<file path="src/rtl/host_packet_assembler.sv">
// Hunts framed packets (SYNC, TYPE, LEN, payload, CSUM) in a UART byte stream,
// verifies the XOR checksum and emits each good frame as 64-bit AXI-Stream beats.
module host_packet_assembler #(
  parameter int          MAX_PAYLOAD = 24,
  parameter logic [7:0]  SYNC_BYTE   = 8'hA5
) (
  input  logic        i_clk,
  input  logic        i_rst_n,
  input  logic [7:0]  i_s_axis_tdata,
  input  logic        i_s_axis_tvalid,
  output logic        o_s_axis_tready,
  output logic [63:0] o_m_axis_tdata,
  output logic        o_m_axis_tvalid,
  output logic        o_m_axis_tlast,
  input  logic        i_m_axis_tready,
  output logic        o_frame_err,
  output logic [7:0]  o_err_count
);

  // Buffer is padded to a whole number of 6-byte beats so lane lookups stay in range.
  localparam int         BUF_DEPTH   = ((MAX_PAYLOAD + 5) / 6) * 6;
  localparam int         BUF_AW      = (BUF_DEPTH > 1) ? $clog2(BUF_DEPTH) : 1;
  localparam logic [7:0] MAX_LEN     = 8'(MAX_PAYLOAD);
  localparam logic [7:0] BUF_DEPTH_B = 8'(BUF_DEPTH);

  localparam logic [2:0] ST_HUNT    = 3'd0;
  localparam logic [2:0] ST_TYPE    = 3'd1;
  localparam logic [2:0] ST_LEN     = 3'd2;
  localparam logic [2:0] ST_PAYLOAD = 3'd3;
  localparam logic [2:0] ST_CSUM    = 3'd4;
  localparam logic [2:0] ST_SEND    = 3'd5;

  logic [2:0]  r_state;
  logic [7:0]  r_type;
  logic [7:0]  r_len;
  logic [7:0]  r_xor;
  logic [7:0]  r_cnt;
  logic [7:0]  r_beat;
  logic [63:0] r_tdata;
  logic        r_tvalid;
  logic        r_tlast;
  logic        r_frame_err;
  logic [7:0]  r_err_count;
  logic [7:0]  r_buf [BUF_DEPTH];

  logic        w_take;
  logic [7:0]  w_sel_beat;
  logic [7:0]  w_last_beat;
  logic [63:0] w_beat_data;
  logic        w_beat_last;
  logic [7:0]  w_err_inc;

  assign o_s_axis_tready = (r_state != ST_SEND);
  assign w_take          = i_s_axis_tvalid && o_s_axis_tready;

  // Beat being built: beat 0 while checking CSUM, otherwise the one after the current beat.
  assign w_sel_beat  = (r_state == ST_CSUM) ? 8'd0 : r_beat + 8'd1;
  assign w_last_beat = (r_len == 8'd0) ? 8'd0 : (r_len - 8'd1) / 8'd6;
  assign w_beat_last = (w_sel_beat == w_last_beat);

  assign w_beat_data[7:0]  = r_type;
  assign w_beat_data[15:8] = w_sel_beat;

  genvar gi;
  generate
    for (gi = 0; gi < 6; gi++) begin : g_lane
      logic [7:0] w_pos;
      assign w_pos = w_sel_beat * 8'd6 + 8'(gi);
      assign w_beat_data[8*(gi+2) +: 8] =
        ((w_pos < r_len) && (w_pos < BUF_DEPTH_B)) ? r_buf[w_pos[BUF_AW-1:0]] : 8'd0;
    end
  endgenerate

  assign w_err_inc = (r_err_count == 8'hFF) ? 8'hFF : r_err_count + 8'd1;

  // Payload storage carries no reset; stale bytes are masked by the length compare.
  always_ff @(posedge i_clk) begin
    if (w_take && (r_state == ST_PAYLOAD)) begin
      r_buf[r_cnt[BUF_AW-1:0]] <= i_s_axis_tdata;
    end
  end

  always_ff @(posedge i_clk or negedge i_rst_n) begin
    if (!i_rst_n) begin
      r_state     <= ST_HUNT;
      r_type      <= 8'd0;
      r_len       <= 8'd0;
      r_xor       <= 8'd0;
      r_cnt       <= 8'd0;
      r_beat      <= 8'd0;
      r_tdata     <= 64'd0;
      r_tvalid    <= 1'b0;
      r_tlast     <= 1'b0;
      r_frame_err <= 1'b0;
      r_err_count <= 8'd0;
    end else begin
      r_frame_err <= 1'b0;
      case (r_state)
        ST_HUNT: begin
          if (w_take && (i_s_axis_tdata == SYNC_BYTE)) r_state <= ST_TYPE;
        end
        ST_TYPE: begin
          if (w_take) begin
            r_type  <= i_s_axis_tdata;
            r_xor   <= i_s_axis_tdata;
            r_state <= ST_LEN;
          end
        end
        ST_LEN: begin
          if (w_take) begin
            r_len <= i_s_axis_tdata;
            r_xor <= r_xor ^ i_s_axis_tdata;
            r_cnt <= 8'd0;
            if (i_s_axis_tdata > MAX_LEN) begin
              r_frame_err <= 1'b1;
              r_err_count <= w_err_inc;
              r_state     <= ST_HUNT;
            end else if (i_s_axis_tdata == 8'd0) begin
              r_state <= ST_CSUM;
            end else begin
              r_state <= ST_PAYLOAD;
            end
          end
        end
        ST_PAYLOAD: begin
          if (w_take) begin
            r_xor <= r_xor ^ i_s_axis_tdata;
            r_cnt <= r_cnt + 8'd1;
            if (r_cnt + 8'd1 == r_len) r_state <= ST_CSUM;
          end
        end
        ST_CSUM: begin
          if (w_take) begin
            if (i_s_axis_tdata == r_xor) begin
              r_tdata  <= w_beat_data;
              r_tlast  <= w_beat_last;
              r_tvalid <= 1'b1;
              r_beat   <= 8'd0;
              r_state  <= ST_SEND;
            end else begin
              r_frame_err <= 1'b1;
              r_err_count <= w_err_inc;
              r_state     <= ST_HUNT;
            end
          end
        end
        ST_SEND: begin
          if (r_tvalid && i_m_axis_tready) begin
            if (r_tlast) begin
              r_tvalid <= 1'b0;
              r_tlast  <= 1'b0;
              r_state  <= ST_HUNT;
            end else begin
              r_tdata <= w_beat_data;
              r_tlast <= w_beat_last;
              r_beat  <= r_beat + 8'd1;
            end
          end
        end
        default: r_state <= ST_HUNT;
      endcase
    end
  end

  assign o_m_axis_tdata  = r_tdata;
  assign o_m_axis_tvalid = r_tvalid;
  assign o_m_axis_tlast  = r_tlast;
  assign o_frame_err     = r_frame_err;
  assign o_err_count     = r_err_count;

endmodule

</file>
<file path="config.mk">
export PLATFORM = sky130hd
export DESIGN_NAME = host_packet_assembler
export DESIGN_NICKNAME = d
export VERILOG_FILES = /design/src/rtl/host_packet_assembler.sv
export SDC_FILE = /design/constraint.sdc
export NUM_CORES = 1
export LEC_CHECK = 0
export CORE_AREA = 2 2 196 198
export DETAILED_ROUTE_END_ITERATION = 10
export DIE_AREA = 0 0 198 200
export SLEW_MARGIN = 20
export SYNTH_ARGS = -nofsm -noshare
export SYNTH_HDL_FRONTEND = slang
export SYNTH_SLANG_ARGS = --single-unit
</file>
<file path="constraint.sdc">
create_clock -name i_clk -period 15.7 [get_ports i_clk]
set_clock_uncertainty 0.2 [all_clocks]
set_input_delay 3.925 -clock i_clk [delete_from_list [all_inputs] [get_ports i_clk]]
set_output_delay 3.925 -clock i_clk [all_outputs]
set_load 0.02 [all_outputs]
</file>
==> out/results.ini, run 1 <==
[clock_tree]
cts.path.max_buffers=3
hold_buffers=0
clk_latency_ps=520
cts_resized=0
clock-sinks=310
cts_tree=yes
cts_made_buffers=35
cts_setup_buffers=0
clkTransAtPathRegs_ps=60
cts_max_level=2
root_buffer=clkbuf_16

[worst_setup_path]
cp_cell_sequence=clkdlybuf4s50_1 -> buf_4 -> xor2_1 -> nor4_1 -> nand4_1 -> or2_1 -> and2_2 -> buf_4 -> nor4_2 -> o21a_4 -> a22o_1
end_kind=flop
crit_required_ps=15960
slowest_stage=and2_2
crit_type=in -> reg
cp_common_cell=buf_4
start_kind=input port
cp_slowest_stage_delay_ps=480
crit_path_max_fanout=44
critPathArrivalTime_ps=7470

[job]
drv_cap=0

[synthesis]
ys_types=77
synth_fp_nets=1370
synth_area_sq_mm=0.0167
ys_seq_area_share_pct=52.2
ys_seq_elements=310
yosys-top-cells-area=edfxtp_1 (35%), dfrtp_1 (18%), mux4_2 (11%), mux2i_1 (6.0%), nand2_1 (3.4%)
ys.flop_type=edfxtp_1
async_flop_share_pct=38.1
synth.top_cell.area_share_pct=34.5
syn_avg_cell_area_sq_um=12.7
syn_inst=1319
synth_edf_count=192
synth_top_cell_by_area=edfxtp_1
synth_warnings=0

[sta]
period_share_pct=45.9
setup_slack_ps=8490
relSlewSlack_pct=23.8
rsz0062_at_grt=no
period_needed_ps=7210
fmax_mhz=139
finalHoldViolCount=0
setup_viol=0
tns_ps=0
worst_pin_slew_ps=1140
slew_violations=0

[placed_design]
hpwlAfterDp_um=30000
post-place-ws_ps=7970
portBuffers=87
post_dp_cell_area_sq_mm=0.0181
finalWeightedCongestion=0.822

[global_route]
first_global_vias=10800
grt_start_max_net_pins=64
grt_pass1_wl_um=67400
antenna_found_initial=0
gr-total-overflow=0
grtUsageTotal_pct=23.0

[floorplan]
coreArea_sq_mm=0.0374
dieArea_sq_mm=0.0396
num_rows=71
die_h_um=200
die_x_um=198
start_util_pct=44.6
ioPinCount=88

[cells_and_area]
antenna_cells=0
drive_above_1_share_pct=16.1
area_delta_synth_final_pct=15.2
final_nets=1435
finalInstanceArea_sq_mm=0.0192

[hold_path]
holdCritPathClass=reg -> reg

[power]
totalPowerFinal_mw=1.72
worst_ir_drop_vdd_v=0.0000496
p_per_area_mw_per_mm2=89.2
p_leak_nw=7.73

[route]
dr.first_iter.drc_count=1063
ant_nets=0
drc=0
wl_um=44700
viasPerCell=5.86
first_pass_iters=5
vias=11300
wl_per_cell_um=23.3

[run_status]
outcome=finished, final reports clean

## critical path, delay by kind of cell
family          cells  cell delay (ps)
simple gates        5             1810
compound gates      2              390
buf+inv             3             1180
xor+xnor            1              120
## stage by stage
| step | cells | hold WS, ps | utilization, % |
|---|---|---|---|
| 2_1_floorplan | 1319 | 268 | - |
| 4_1_cts | 1920 | 278 | 51.4 |
| 3_3_place_gp | 1858 | 257 | 48.3 |
| 5_1_grt | 1920 | 306 | 51.4 |
| 3_5_place_dp | 1858 | 264 | 48.3 |
| 6_report | 1920 | 278 | 51.4 |
## kinds of logic (layout without fill, tap and decap cells)
group	Yosys count	count (layout)	synth area share [%]
xor+xnor	57	57	3.04
flops	310	310	52.2
fa+ha+maj	39	39	2.97
buf+inv	105	195	2.71
simple gates	338	338	9.55
mux	202	202	18.4
compound gates	268	268	11.1
## sequential cells by signal (all words and copies together), names as in the netlist
| register | count |
|---|---|
| o_m_axis_tlast | 1 |
| r_type | 8 |
| r_cnt | 8 |
| o_m_axis_tdata | 64 |
| r_len | 8 |
| r_beat | 8 |
| r_buf | 192 |
| o_frame_err | 1 |
| o_err_count | 8 |
| r_state | 3 |
| o_m_axis_tvalid | 1 |
| r_xor | 8 |
## path summary, 6_finish.rpt
kind | startpoint | cells after the start | slack (ps) | endpoint
max | i_s_axis_tdata[6] | 11 | 8490 | o_m_axis_tdata[59]$_DFFE_PN0P_
min | o_m_axis_tdata[15]$_DFFE_PN0P_ | 2 | 280 | o_m_axis_tdata[15]$_DFFE_PN0P_
max reg2reg | r_state[1]$_DFFE_PN0P_ | 18 | 9410 | o_m_axis_tdata[41]$_DFFE_PN0P_
min reg2reg | o_m_axis_tdata[15]$_DFFE_PN0P_ | 2 | 280 | o_m_axis_tdata[15]$_DFFE_PN0P_
max in group asynchronous | i_rst_n | 2 | 10710 | r_xor[2]$_DFFE_PN0P_
min in group asynchronous | i_rst_n | 1 | 3230 | o_m_axis_tdata[8]$_DFFE_PN0P_
## routing by layer
| layer | vias to the layer above | wire length (um) | GRT usage, % |
|---|---|---|---|
| li1 | 5149 | - | - |
| met1 | 5615 | 20100 | 33.6 |
| met2 | 431 | 20700 | 36.3 |
| met3 | 61 | 3010 | 3.09 |
| met4 | 0 | 910 | 6.18 |
| met5 | - | 0 | 0 |
## synthesized netlist by cell type (all sizes together), types with 6 or more instances
| library cell | n |
|---|---|
| inv | 25 |
| nor4 | 7 |
| and3 | 8 |
| a211oi | 19 |
| or3 | 9 |
| mux2 | 20 |
| clkbuf | 46 |
| nor2 | 87 |
| nand3 | 22 |
| dfrtp | 118 |
| ha | 38 |
| xnor2 | 29 |
| a21o | 7 |
| xor2 | 28 |
| mux4 | 82 |
| buf | 33 |
| mux2i | 100 |
| nor3 | 14 |
| a22o | 53 |
| a21oi | 48 |
| nor2b | 11 |
| nand4 | 7 |
| o211ai | 19 |
| o21bai | 8 |
| a31oi | 6 |
| edfxtp | 192 |
| nand2 | 152 |
| o21a | 9 |
| o21ai | 73 |
## cell usage in the layout (no fill, tap or decap), types with 8 or more instances in the layout
master,Yosys,routed
edfxtp_1,192,192
nand2_1,150,150
dfrtp_1,118,118
mux2i_1,100,100
clkdlybuf4s50_1,0,86
mux4_2,82,82
nor2_1,83,78
o21ai_0,70,70
a22o_1,53,53
a21oi_1,47,47
ha_1,38,37
clkbuf_16,0,36
xnor2_1,28,26
xor2_1,28,26
inv_1,21,21
buf_4,2,21
nand3_1,20,20
mux2_2,20,20
a211oi_1,19,19
o211ai_1,18,18
nor3_1,13,12
nor2b_1,11,11
o21bai_1,8,8
and3_1,8,8
clkinv_2,0,8
## where the power goes
part	internal (mW)	total (mW)	switching, mW
Sequential	0.869	0.870	0.00113
Clock	0.490	0.821	0.330
Combinational	0.00648	0.0255	0.0191
## layout make-up
class	instances	area (sq um)
repair buffers	107	1020
fillers	3167	18200
clock inverters	22	220
flip-flops and latches	310	8720
inverters	26	103
well taps	511	639
multi-input cells	904	7610
clock buffers	40	926
No activity file was read; power rests on OpenSTA's default activity.
==> run 2, diff against run 1 <==
- clock period: 15.7 -> 7.3 ns (I/O delays scaled with it)
==> run 2 against run 1 <==
Cell count grew 0.31%; largest cell class unchanged; combinational power grew to 2.5 times the previous value; core utilization grew 0.22 points; via count grew 1.1%; worst hold slack gained 16 ps; die area is the same; non-clock buffer count grew 2; first-iteration DRC count shrank 11%.
==> out/results.ini, run 2 (synthesized netlist as in run 1, its figures left out) <==
[placed_design]
portBuffers=87
hpwlAfterDp_um=31200
finalWeightedCongestion=0.879

[route]
first_pass_iters=5
vias=11400
wl_per_cell_um=23.9
dr.first_iter.drc_count=947
wl_um=46000
ant_nets=0
wl_met2_um=20800
dr_wl_met3_um=3020
met1_length_um=21100
viasPerCell=5.91
highest_layer=met4
drc=0

[global_route]
grt_start_max_net_pins=71
first_global_vias=11000
antenna_found_initial=0
grtUsageTotal_pct=23.6
grt_pass1_wl_um=69200
gr-total-overflow=0

[floorplan]
num_rows=71
coreArea_sq_mm=0.0374
start_util_pct=44.6
ioPinCount=88
die_h_um=200
die_x_um=198
dieArea_sq_mm=0.0396

[sta]
setup_viol=0
finalHoldViolCount=0
period_needed_ps=5560
worst_pin_slew_ps=1130
tns_ps=0
rsz0062_at_grt=no
period_share_pct=76.2
slew_violations=0
relSlewSlack_pct=24.7
fmax_mhz=180

[clock_tree]
cts_resized=0
clkTransAtPathRegs_ps=60
cts_tree=yes
hold_buffers=0
cts.path.max_buffers=3
cts_max_level=2
clk_latency_ps=520
root_buffer=clkbuf_16
cts_setup_buffers=0
clock-sinks=310
cts_made_buffers=36

[cells_and_area]
drive_above_1_share_pct=15.7
most-common-layout-cells=edfxtp_1 (192), nand2_1 (150), dfrtp_1 (118)
final_nets=1438
area_delta_synth_final_pct=15.7
antenna_cells=0
largest_reg_flops=192
post-route-util_pct=51.7
layout_commonest_cell=edfxtp_1

[worst_setup_path]
start_kind=input port
cp_cell_sequence=clkdlybuf4s50_1 -> xor2_1 -> nor4_1 -> nand4_1 -> or2_1 -> and2_2 -> a2111o_1 -> nor4_2 -> o21a_4 -> a22o_1
crit_path_max_fanout=53
cp_slowest_stage_delay_ps=730
critPathArrivalTime_ps=5820
end_kind=flop
slowest_stage=nor4_1
r2r-start=r_state[1]$_DFFE_PN0P_
crit_type=in -> reg
crit_required_ps=7560
worstSetupStartpoint=i_s_axis_tdata[6]

[power]
p_per_area_mw_per_mm2=197
worst_ir_drop_vdd_v=0.000125
p_leak_nw=7.77

[hold_path]
holdCritPathClass=reg -> reg
hold_start=o_m_axis_tdata[14]$_DFFE_PN0P_

[run_status]
outcome=finished, final reports clean

[job]
drv_cap=0

[run 2: cell count changes in the layout (fill, tap and decap cells not counted), sizes merged]
| cell | change |
|---|---|
| clkinv | -5 |
| buf | +2 |
| clkbuf | +9 |
| clkinvlp | +1 |
| inv | -1 |
[run 2: stage by stage]
| stage | total power, mW | instance area [sq um] | hold slack, ps | instances | worst slack, ps |
|---|---|---|---|---|---|
| detailed placement | 1.97 | 18100 | 290 | 1860 | 1220 |
| global route | 3.90 | 19300 | 312 | 1926 | 1380 |
| global placement | 1.97 | 18100 | 274 | 1860 | 1290 |
| floorplan | 1.92 | 16700 | 268 | 1319 | 2240 |
| CTS | 3.83 | 19300 | 301 | 1926 | 1750 |
| finish | 3.81 | 19300 | 294 | 1926 | 1740 |
[run 2: path summary, 6_finish.rpt]
kind / to / slack [ps] / cells after the start
max reg2reg: o_m_axis_tdata[41]$_DFFE_PN0P_ / 1780 / 17
min: o_m_axis_tdata[14]$_DFFE_PN0P_ / 290 / 2
min in group asynchronous: o_m_axis_tdata[55]$_DFFE_PN0P_ / 1200 / 1
min reg2reg: o_m_axis_tdata[14]$_DFFE_PN0P_ / 290 / 2
max: o_m_axis_tdata[41]$_DFFE_PN0P_ / 1740 / 10
max in group asynchronous: r_cnt[1]$_DFFE_PN0P_ / 4300 / 2
[run 2: report_power, final]
| group | total (mW) | internal (mW) | switching, mW |
|---|---|---|---|
| Sequential | 1.87 | 1.87 | 0.00320 |
| Clock | 1.87 | 1.15 | 0.722 |
| Combinational | 0.0643 | 0.0140 | 0.0504 |
| Total | 3.81 | 3.03 | 0.776 |
[run 2: layer usage]
| metal | vias up | track usage (%) |
|---|---|---|
| met5 | - | 0 |
| met4 | 0 | 6.27 |
| met3 | 65 | 3.09 |
| met2 | 405 | 37.2 |
| met1 | 5757 | 34.7 |
| li1 | 5151 | - |
[run 2: worst max-delay path, delay by kind of cell]
kind	cells	cell delay, ps
simple gates	5	2310
compound gates	3	940
buf+inv	1	530
xor+xnor	1	200
[run 2: layout make-up]
class | instances | area [sq um]
inverter | 26 | 103
timing repair buffer | 109 | 1030
multi-input combinational | 904 | 7580
clock inverter | 17 | 201
fill | 3185 | 18100
sequential | 310 | 8720
clock buffer | 49 | 1040
tap | 511 | 639
